===== src/rtl/vend_ctrl_if.sv =====
// Vending controller bus: coin acceptor, selection buttons,
// dispenser handshake and the status/change outputs.
interface vend_ctrl_if #(
    parameter int CREDIT_W = 4
) ();
    logic [1:0]          i_coin;
    logic                i_sel_a;
    logic                i_sel_b;
    logic                i_cancel;
    logic                i_disp_ack;
    logic                o_disp_req;
    logic                o_disp_item;
    logic                o_change_pulse;
    logic [CREDIT_W-1:0] o_credit;
    logic                o_coin_reject;
    logic                o_short_credit;
    logic                o_disp_fault;
    logic                o_busy;

    modport master (
        output i_coin, i_sel_a, i_sel_b, i_cancel, i_disp_ack,
        input  o_disp_req, o_disp_item, o_change_pulse, o_credit,
        input  o_coin_reject, o_short_credit, o_disp_fault, o_busy
    );

    modport slave (
        input  i_coin, i_sel_a, i_sel_b, i_cancel, i_disp_ack,
        output o_disp_req, o_disp_item, o_change_pulse, o_credit,
        output o_coin_reject, o_short_credit, o_disp_fault, o_busy
    );
endinterface


===== src/rtl/vend_ctrl.sv =====
// Two-product vending transaction controller: credit accumulation,
// selection, dispenser req/ack sequencing and unit-by-unit change.
module vend_ctrl #(
    parameter int CREDIT_W     = 4,
    parameter int MAX_CREDIT   = 15,
    parameter int PRICE_A      = 3,
    parameter int PRICE_B      = 4,
    parameter int DISP_TIMEOUT = 16
) (
    input logic        clk,
    input logic        rst,
    vend_ctrl_if.slave bus
);
    localparam int CNT_W = $clog2(DISP_TIMEOUT);
    localparam int SUM_W = CREDIT_W + 3;

    localparam logic [CREDIT_W-1:0] P_A      = CREDIT_W'(PRICE_A);
    localparam logic [CREDIT_W-1:0] P_B      = CREDIT_W'(PRICE_B);
    localparam logic [SUM_W-1:0]    MAX_S    = SUM_W'(MAX_CREDIT);
    localparam logic [CNT_W-1:0]    CNT_LAST = CNT_W'(DISP_TIMEOUT - 1);

    typedef enum logic [1:0] {
        S_IDLE,
        S_CREDIT,
        S_DISPENSE,
        S_CHANGE
    } state_t;

    state_t              r_state, w_state;
    logic [CREDIT_W-1:0] r_credit, w_credit;
    logic [CNT_W-1:0]    r_cnt, w_cnt;
    logic                r_item, w_item;
    logic                r_req, w_req;
    logic                r_change, w_change;
    logic                r_reject, w_reject;
    logic                r_short, w_short;
    logic                r_fault, w_fault;
    logic                r_busy, w_busy;

    logic [2:0]          w_coin_val;
    logic [SUM_W-1:0]    w_sum;
    logic [CREDIT_W-1:0] w_item_price;
    logic                w_taken;

    // Decode coin code to credit units and form the unwrapped sum
    always_comb begin
        w_coin_val = 3'd0;
        unique case (bus.i_coin)
            2'b01:   w_coin_val = 3'd1;
            2'b10:   w_coin_val = 3'd2;
            2'b11:   w_coin_val = 3'd5;
            default: w_coin_val = 3'd0;
        endcase
        w_sum        = SUM_W'(r_credit) + SUM_W'(w_coin_val);
        w_item_price = r_item ? P_B : P_A;
    end

    // Next-state and next-output logic
    always_comb begin
        w_state  = r_state;
        w_credit = r_credit;
        w_cnt    = r_cnt;
        w_item   = r_item;
        w_req    = r_req;
        w_change = 1'b0;
        w_reject = 1'b0;
        w_short  = 1'b0;
        w_fault  = 1'b0;
        w_taken  = 1'b0;

        unique case (r_state)
            S_IDLE, S_CREDIT: begin
                if (bus.i_cancel && r_state == S_CREDIT) begin
                    w_state = S_CHANGE;
                    w_taken = 1'b1;
                end else if (bus.i_sel_a) begin
                    if (r_credit >= P_A) begin
                        w_credit = r_credit - P_A;
                        w_item   = 1'b0;
                        w_req    = 1'b1;
                        w_cnt    = '0;
                        w_state  = S_DISPENSE;
                        w_taken  = 1'b1;
                    end else begin
                        w_short = 1'b1;
                    end
                end else if (bus.i_sel_b) begin
                    if (r_credit >= P_B) begin
                        w_credit = r_credit - P_B;
                        w_item   = 1'b1;
                        w_req    = 1'b1;
                        w_cnt    = '0;
                        w_state  = S_DISPENSE;
                        w_taken  = 1'b1;
                    end else begin
                        w_short = 1'b1;
                    end
                end
                if (w_coin_val != 3'd0) begin
                    if (w_taken || w_sum > MAX_S) begin
                        w_reject = 1'b1;
                    end else begin
                        w_credit = w_sum[CREDIT_W-1:0];
                        w_state  = S_CREDIT;
                    end
                end
            end
            S_DISPENSE: begin
                w_reject = (w_coin_val != 3'd0);
                if (bus.i_disp_ack) begin
                    w_req   = 1'b0;
                    w_state = (r_credit != '0) ? S_CHANGE : S_IDLE;
                end else if (r_cnt == CNT_LAST) begin
                    w_req    = 1'b0;
                    w_credit = r_credit + w_item_price;
                    w_fault  = 1'b1;
                    w_state  = S_CHANGE;
                end else begin
                    w_cnt = r_cnt + CNT_W'(1);
                end
            end
            S_CHANGE: begin
                w_reject = (w_coin_val != 3'd0);
                if (r_credit != '0) begin
                    w_change = 1'b1;
                    w_credit = r_credit - CREDIT_W'(1);
                    if (r_credit == CREDIT_W'(1)) begin
                        w_state = S_IDLE;
                    end
                end else begin
                    w_state = S_IDLE;
                end
            end
            default: w_state = S_IDLE;
        endcase

        w_busy = (w_state == S_DISPENSE) || (w_state == S_CHANGE);
    end

    // State and registered outputs
    always_ff @(posedge clk) begin
        if (rst) begin
            r_state  <= S_IDLE;
            r_credit <= '0;
            r_cnt    <= '0;
            r_item   <= 1'b0;
            r_req    <= 1'b0;
            r_change <= 1'b0;
            r_reject <= 1'b0;
            r_short  <= 1'b0;
            r_fault  <= 1'b0;
            r_busy   <= 1'b0;
        end else begin
            r_state  <= w_state;
            r_credit <= w_credit;
            r_cnt    <= w_cnt;
            r_item   <= w_item;
            r_req    <= w_req;
            r_change <= w_change;
            r_reject <= w_reject;
            r_short  <= w_short;
            r_fault  <= w_fault;
            r_busy   <= w_busy;
        end
    end

    assign bus.o_disp_req     = r_req;
    assign bus.o_disp_item    = r_item;
    assign bus.o_change_pulse = r_change;
    assign bus.o_credit       = r_credit;
    assign bus.o_coin_reject  = r_reject;
    assign bus.o_short_credit = r_short;
    assign bus.o_disp_fault   = r_fault;
    assign bus.o_busy         = r_busy;
endmodule

===== src/flat_wrapper.sv =====
// flat-port wrapper written by rule: the top's interface ports become plain ports
module vend_ctrl_flat 
#(
    parameter int CREDIT_W     = 4,
    parameter int MAX_CREDIT   = 15,
    parameter int PRICE_A      = 3,
    parameter int PRICE_B      = 4,
    parameter int DISP_TIMEOUT = 16
)
  (clk, rst, bus_i_coin, bus_i_sel_a, bus_i_sel_b, bus_i_cancel, bus_i_disp_ack, bus_o_disp_req, bus_o_disp_item, bus_o_change_pulse, bus_o_credit, bus_o_coin_reject, bus_o_short_credit, bus_o_disp_fault, bus_o_busy);
  vend_ctrl_if #(.CREDIT_W(CREDIT_W)) bus_i ();
  input logic clk;
  input logic rst;
  input wire logic [$bits(bus_i.i_coin)-1:0] bus_i_coin;
  input wire logic [$bits(bus_i.i_sel_a)-1:0] bus_i_sel_a;
  input wire logic [$bits(bus_i.i_sel_b)-1:0] bus_i_sel_b;
  input wire logic [$bits(bus_i.i_cancel)-1:0] bus_i_cancel;
  input wire logic [$bits(bus_i.i_disp_ack)-1:0] bus_i_disp_ack;
  output wire logic [$bits(bus_i.o_disp_req)-1:0] bus_o_disp_req;
  output wire logic [$bits(bus_i.o_disp_item)-1:0] bus_o_disp_item;
  output wire logic [$bits(bus_i.o_change_pulse)-1:0] bus_o_change_pulse;
  output wire logic [$bits(bus_i.o_credit)-1:0] bus_o_credit;
  output wire logic [$bits(bus_i.o_coin_reject)-1:0] bus_o_coin_reject;
  output wire logic [$bits(bus_i.o_short_credit)-1:0] bus_o_short_credit;
  output wire logic [$bits(bus_i.o_disp_fault)-1:0] bus_o_disp_fault;
  output wire logic [$bits(bus_i.o_busy)-1:0] bus_o_busy;
  assign bus_i.i_coin = bus_i_coin;
  assign bus_i.i_sel_a = bus_i_sel_a;
  assign bus_i.i_sel_b = bus_i_sel_b;
  assign bus_i.i_cancel = bus_i_cancel;
  assign bus_i.i_disp_ack = bus_i_disp_ack;
  assign bus_o_disp_req = bus_i.o_disp_req;
  assign bus_o_disp_item = bus_i.o_disp_item;
  assign bus_o_change_pulse = bus_i.o_change_pulse;
  assign bus_o_credit = bus_i.o_credit;
  assign bus_o_coin_reject = bus_i.o_coin_reject;
  assign bus_o_short_credit = bus_i.o_short_credit;
  assign bus_o_disp_fault = bus_i.o_disp_fault;
  assign bus_o_busy = bus_i.o_busy;
  vend_ctrl #(.CREDIT_W(CREDIT_W), .MAX_CREDIT(MAX_CREDIT), .PRICE_A(PRICE_A), .PRICE_B(PRICE_B), .DISP_TIMEOUT(DISP_TIMEOUT)) u_core (.clk(clk), .rst(rst), .bus(bus_i));
endmodule

===== config.mk =====
export PLATFORM = sky130hd
export DESIGN_NAME = vend_ctrl_flat
export DESIGN_NICKNAME = d
export VERILOG_FILES = /design/src/rtl/vend_ctrl_if.sv /design/src/rtl/vend_ctrl.sv /design/src/flat_wrapper.sv
export SDC_FILE = /design/constraint.sdc
export NUM_CORES = 1
export LEC_CHECK = 0
export BUFFER_PORTS_ARGS = -buffer_cell sky130_fd_sc_hd__buf_2
export CAP_MARGIN = 5
export CORE_MARGIN = 5
export CORE_UTILIZATION = 45
export CTS_BUF_LIST = sky130_fd_sc_hd__clkbuf_2 sky130_fd_sc_hd__clkbuf_4 sky130_fd_sc_hd__clkbuf_8
export DETAILED_ROUTE_END_ITERATION = 8
export HOLD_SLACK_MARGIN = 0.03
export PLACE_DENSITY_LB_ADDON = 0.25
export REMOVE_ABC_BUFFERS = 1
export SETUP_SLACK_MARGIN = 0.2
export SLEW_MARGIN = 20
export SYNTH_ARGS = -nofsm -noshare
export SYNTH_HDL_FRONTEND = slang
export SYNTH_SLANG_ARGS = --single-unit

===== constraint.sdc =====
create_clock -name clk -period 6.1 [get_ports clk]
set_clock_uncertainty 0.15 [all_clocks]
set_input_delay 0.61 -clock clk [delete_from_list [all_inputs] [get_ports clk]]
set_output_delay 0.61 -clock clk [all_outputs]
set_load 0.02 [all_outputs]

==> metrics.cfg, run 1 <==
[sta]
slew_headroom_pct = 60.4
max_freq_mhz = 393
setup_ws_ns = 3.55
setup_violations = 0
hold_viol = 0
rsz0062_at_grt = no
worstMarginPinSlew_ns = 0.593
slew_violations = 0
timing.final.crit_share_pct = 41.7
whs_ns = 0.342
min_period_ns = 2.55
final.setup.tns_ns = 0

[detailed_routing]
post_drt_via_cell_ratio = 5.52
drt_pass1_iterations = 2
drt_wl_total_um = 2690
route.detailed.drc = 0
ant_nets = 0
wl_per_cell_um = 14.1
drt-initial-drc-count = 28
vias = 1054

[cts]
cts_setup_buffers = 0
root_buffer = clkbuf_4
cts-hold-fix-buffers = 0
clk_pin_slew_ns = 0.10
htreeDepth = 1
clockBufferDepth = 2
cts.sinks = 16
cts_resized = 0
cts_tree = done
insertion_delay_ns = 0.29
cts_made_buffers = 3

[placement]
place_congestion = 0.848
dp_hpwl_um = 2040
dp.cells = 187
portBuffers = 18
dp_slack_ns = 3.31
postPlaceCellArea_um2 = 1340

[power]
peakVddDrop_v = 0.000299
p_leak_nw = 0.612
power_density_nw_per_um2 = 445

[layout]
finalInstanceArea_um2 = 1370
fin_nets = 181
final_layout_size_suffix_gt1_share_pct = 19.4
antenna_cells = 0
final_cells = 191
syn2layout_area_growth_pct = 10.2

[critical_path]
crit_buf_inv = 0
rr_worst_depth = 7
endpoint_kind = flop
crit_family = adder cells
cp-start-kind = flop
crit_chain = ha_1, fa_1, a21o_1, a21oi_1, nand3_4, or4_1, o221ai_1
cp_num_cells = 7
crit_type = reg2reg
slowest_stage = or4_1
crit_arrival_ns = 2.61
path_max_fanout = 10
cpPeakStageDelay_ns = 0.48
cp.required_ns = 6.17

[grt]
gr-usage-all-layers_pct = 13.9
grt_pass1_vias = 1044
grt_start_max_net_pins = 17
grt_first_pass_wirelength_um = 4530
antenna_found_initial = 0
overflow = 0

[hold_path]
holdCritPathClass = reg2reg
holdPathStages = 2

[synthesis]
yosys.area.top_type = dfxtp_1
synthTopCellsByArea = dfxtp_1, ha_1, xnor2_1, nor2_1, a21oi_1
syn_inst = 146
syn_area_per_cell_um2 = 8.53
yosysWarningCount = 0
synth_cell_types = 48
ys_seq_area_share_pct = 25.7
synthMostInstantiatedCell = dfxtp_1
ys.flop_type = dfxtp_1
netlist.area_leader.share_pct = 25.7
synthArstFlopShare_pct = 0
ys_ff_latch = 16
synth_commonest_cells = dfxtp_1, nor2_1, ha_1
synth_edf_count = 0
netlist_area_um2 = 1240

[flow_run]
drv_cap = 0

[floorplanning]
start_util_pct = 45.9
die_y_um = 62.6
ioPinCount = 19
die_area_um2 = 3920
row_count = 19
core-area_um2 = 2710
die_x_um = 62.6

[status]
status = finished, final reports clean

## where the power goes
part	internal [mW]	switching (mW)	total, mW	leakage (nW)
sequential	0.133	0.0632	0.196	0.131
clock	0.0364	0.0350	0.0714	0.0210
combinational	0.154	0.188	0.343	0.460
## placed cells by master (no fill, tap or decap), types with 2 or more instances in the layout
master    count
dfxtp_1      16
nor3b_1       2
xor2_1        3
a221oi_1      2
ha_1         10
a21o_1        2
nor2_1       13
o21ai_0       9
nor3_1        7
fa_1          2
nand2_1       5
o22ai_1       2
nand3_1       3
a211oi_1      3
clkbuf_4      3
nand2b_1      2
inv_1         6
a21oi_1       9
nor2b_1       5
and2_1        3
buf_2        18
xnor2_1       6
mux2i_1       4
## worst reg2reg max path, stage by stage (launching register included)
cell and delay, ns:
dfxtp_1 0.44, ha_1 0.30, fa_1 0.41, a21o_1 0.21, a21oi_1 0.28, nand3_4 0.13
or4_1 0.48, o221ai_1 0.08
## final timing paths
kind | start | endpoint | slack [ns]
max | u_core.bus.o_credit[0] | u_core.bus.o_credit[3] | 3.55
min | u_core.bus.o_disp_req | u_core.bus.o_disp_req | 0.34
max reg2reg | u_core.bus.o_credit[0] | u_core.bus.o_credit[3] | 3.55
min reg2reg | u_core.bus.o_disp_req | u_core.bus.o_disp_req | 0.34
## cell families after synthesis
group	after synthesis	share of synthesized area [%]
buffers and inverters	14	4.92
XOR/XNOR	9	6.33
AO/OA/AOI/OAI	40	22.7
flip-flops	16	25.7
AND/OR/NAND/NOR	50	22.9
multiplexers	5	4.12
adder cells (fa/ha/maj)	12	13.3
## flip-flops by register name, summed over array words and instances (netlist names)
name	flops
u_core.r_state	2
u_core.bus.o_disp_item	1
u_core.bus.o_credit	4
u_core.bus.o_disp_fault	1
u_core.bus.o_change_pulse	1
u_core.bus.o_disp_req	1
u_core.r_cnt	4
u_core.bus.o_coin_reject	1
u_core.bus.o_short_credit	1
## layout make-up
class                      instances  area [um2]
inverter                           6        22.5
clock buffer                       4        36.3
tap                               31        38.8
multi-input combinational        116         863
sequential                        16         320
fill                             289        1340
timing repair buffer              18        90.1
## routing by layer
metal | vias to the layer above | wire length (um) | GRT usage, %
met1 | 478 | 1320 | 17.8
met4 | 0 | 18 | 5.04
met2 | 14 | 1240 | 22.9
met3 | 2 | 102 | 2.52
met5 | - | 0 | 0
li1 | 560 | - | -
## stage by stage
stage                     total power, mW  util (%)
after global routing                0.669      50.6
after detailed placement            0.542      49.3
after global placement              0.539      49.3
after floorplan                     0.453         -
final                               0.610      50.6
after CTS                           0.615      50.6
(Power assumes the default switching activity.)
==> inputs of run 2 (changes only) <==
==> constraint.sdc (replaced) <==
create_clock -name clk -period 2.2 [get_ports clk]
set_clock_uncertainty 0.15 [all_clocks]
set_input_delay 0.22 -clock clk [delete_from_list [all_inputs] [get_ports clk]]
set_output_delay 0.22 -clock clk [all_outputs]
set_load 0.02 [all_outputs]
==> run 2 against run 1 <==
  * Largest power group unchanged
  * Flip-flop and latch count is the same
  * Combinational power grew to 3.8 times the previous value
  * Worst setup slack lost 3.5 ns
  * Utilization grew 7.2 points
  * Clock-buffer cell count is the same
  * Clock power grew to 2.8 times the previous value
  * Cell count grew 8.4%
  * Critical path type unchanged
  * Sequential power grew 130%
==> metrics.cfg, run 2 (same netlist as run 1, synthesis figures left out) <==
[status]
status = finished, final reports clean

[layout]
post-route-util_pct = 57.8
antenna_cells = 0
layout_commonest_cell = buf_2
final_layout_size_suffix_gt1_share_pct = 31.3
finalInstanceArea_um2 = 1570
fin_nets = 197
syn2layout_area_growth_pct = 25.7
final_cell_mix = buf_2, buf_4, dfxtp_1

[floorplanning]
die_x_um = 62.6
core-area_um2 = 2710
die_y_um = 62.6
start_util_pct = 45.9
ioPinCount = 19
row_count = 19
die_area_um2 = 3920

[critical_path]
crit_chain = ha_4, fa_2, a21o_1, a21oi_2, nand3_4, or4_1, o221ai_1
crit_buf_inv = 0
cpPeakStageDelay_ns = 0.46
cp-start-kind = flop
crit_arrival_ns = 2.16
cp.required_ns = 2.26
slowest_stage = or4_1
path_max_fanout = 2
crit_family = simple AND/OR/NAND/NOR gates
endpoint_kind = flop
crit_type = reg2reg

[detailed_routing]
ant_nets = 0
route.detailed.drc = 0
post_drt_via_cell_ratio = 5.76
drt_pass1_iterations = 4
drt_wl_total_um = 3120
drt-initial-drc-count = 19
vias = 1192
wl_per_cell_um = 15.1

[sta]
slew_headroom_pct = 62.9
worstMarginPinSlew_ns = 0.553
hold_viol = 0
setup_violations = 0
setup_ws_ns = 0.102
min_period_ns = 2.10
rsz0062_at_grt = yes
whs_ns = 0.0664
max_freq_mhz = 477
timing.final.crit_share_pct = 95.4
slew_violations = 0

[grt]
grt_pass1_vias = 1182
gr-usage-all-layers_pct = 16.1
antenna_found_initial = 0
overflow = 0
grt_start_max_net_pins = 13
grt_first_pass_wirelength_um = 5240

[cts]
htreeDepth = 1
clockBufferDepth = 2
cts.sinks = 16
cts_tree = done
cts_made_buffers = 3
insertion_delay_ns = 0.29
root_buffer = clkbuf_4
clk_pin_slew_ns = 0.10

[placement]
postPlaceCellArea_um2 = 1430
dp_hpwl_um = 2260
dp_slack_ns = -0.0887
place_congestion = 0.855
portBuffers = 18

[power]
power_density_nw_per_um2 = 1250
peakVddDrop_v = 0.000693
p_leak_nw = 0.693

[flow_run]
drv_cap = 0

[hold_path]
holdCritPathClass = in2reg

[run 2: repair_timing]
action                     4_1_cts  5_1_grt
cloned                           0        0
setup endpoints to repair        7        8
buffers inserted                 1        2
resized for setup                9        6
hold buffers                     0        0
pin swaps                        2        6
[run 2: worst paths after layout]
kind	from	end	slack (ns)	depth (start not counted)
hold / removal	bus_i_disp_ack	u_core.bus.o_disp_fault	0.07	2
hold reg to reg	u_core.bus.o_disp_req	u_core.bus.o_disp_req	0.36	2
setup / recovery	u_core.bus.o_credit[0]	u_core.bus.o_credit[3]	0.10	7
setup reg to reg	u_core.bus.o_credit[0]	u_core.bus.o_credit[3]	0.10	7
[run 2: worst register-to-register path: stages (launching register included)]
cell	delay, ns
dfxtp_2	0.35
ha_4	0.16
fa_2	0.33
a21o_1	0.18
a21oi_2	0.21
nand3_4	0.09
or4_1	0.46
o221ai_1	0.08
[run 2: final cells by class]
class,instances,area [um2]
well taps,31,38.8
clock buffers,4,36.3
flip-flops and latches,16,323
inverters,6,22.5
repair buffers,34,214
multi-input cells,116,931
fillers,269,1140
[run 2: per-stage QoR]
step | power [mW] | setup TNS, ns | instances
floorplan | 1.26 | -0.316 | 138
global placement | 1.60 | -0.0512 | 200
detailed placement | 1.62 | -0.137 | 200
CTS | 1.89 | 0 | 205
global route | 2.15 | 0 | 207
finish | 1.96 | 0 | 207
[run 2: where the power goes]
group,switching (mW),total (mW),internal [mW]
sequential,0.0718,0.445,0.373
clock,0.0976,0.198,0.101
combinational,0.724,1.31,0.591
total,0.893,1.96,1.06
[run 2: per-layer routing]
layer	vias up	wire length [um]	global-route usage [%]
li1	585	-	-
met1	579	1350	19.5
met2	22	1600	28.4
met3	6	131	3.24
met4	0	46	5.04
met5	-	0	0
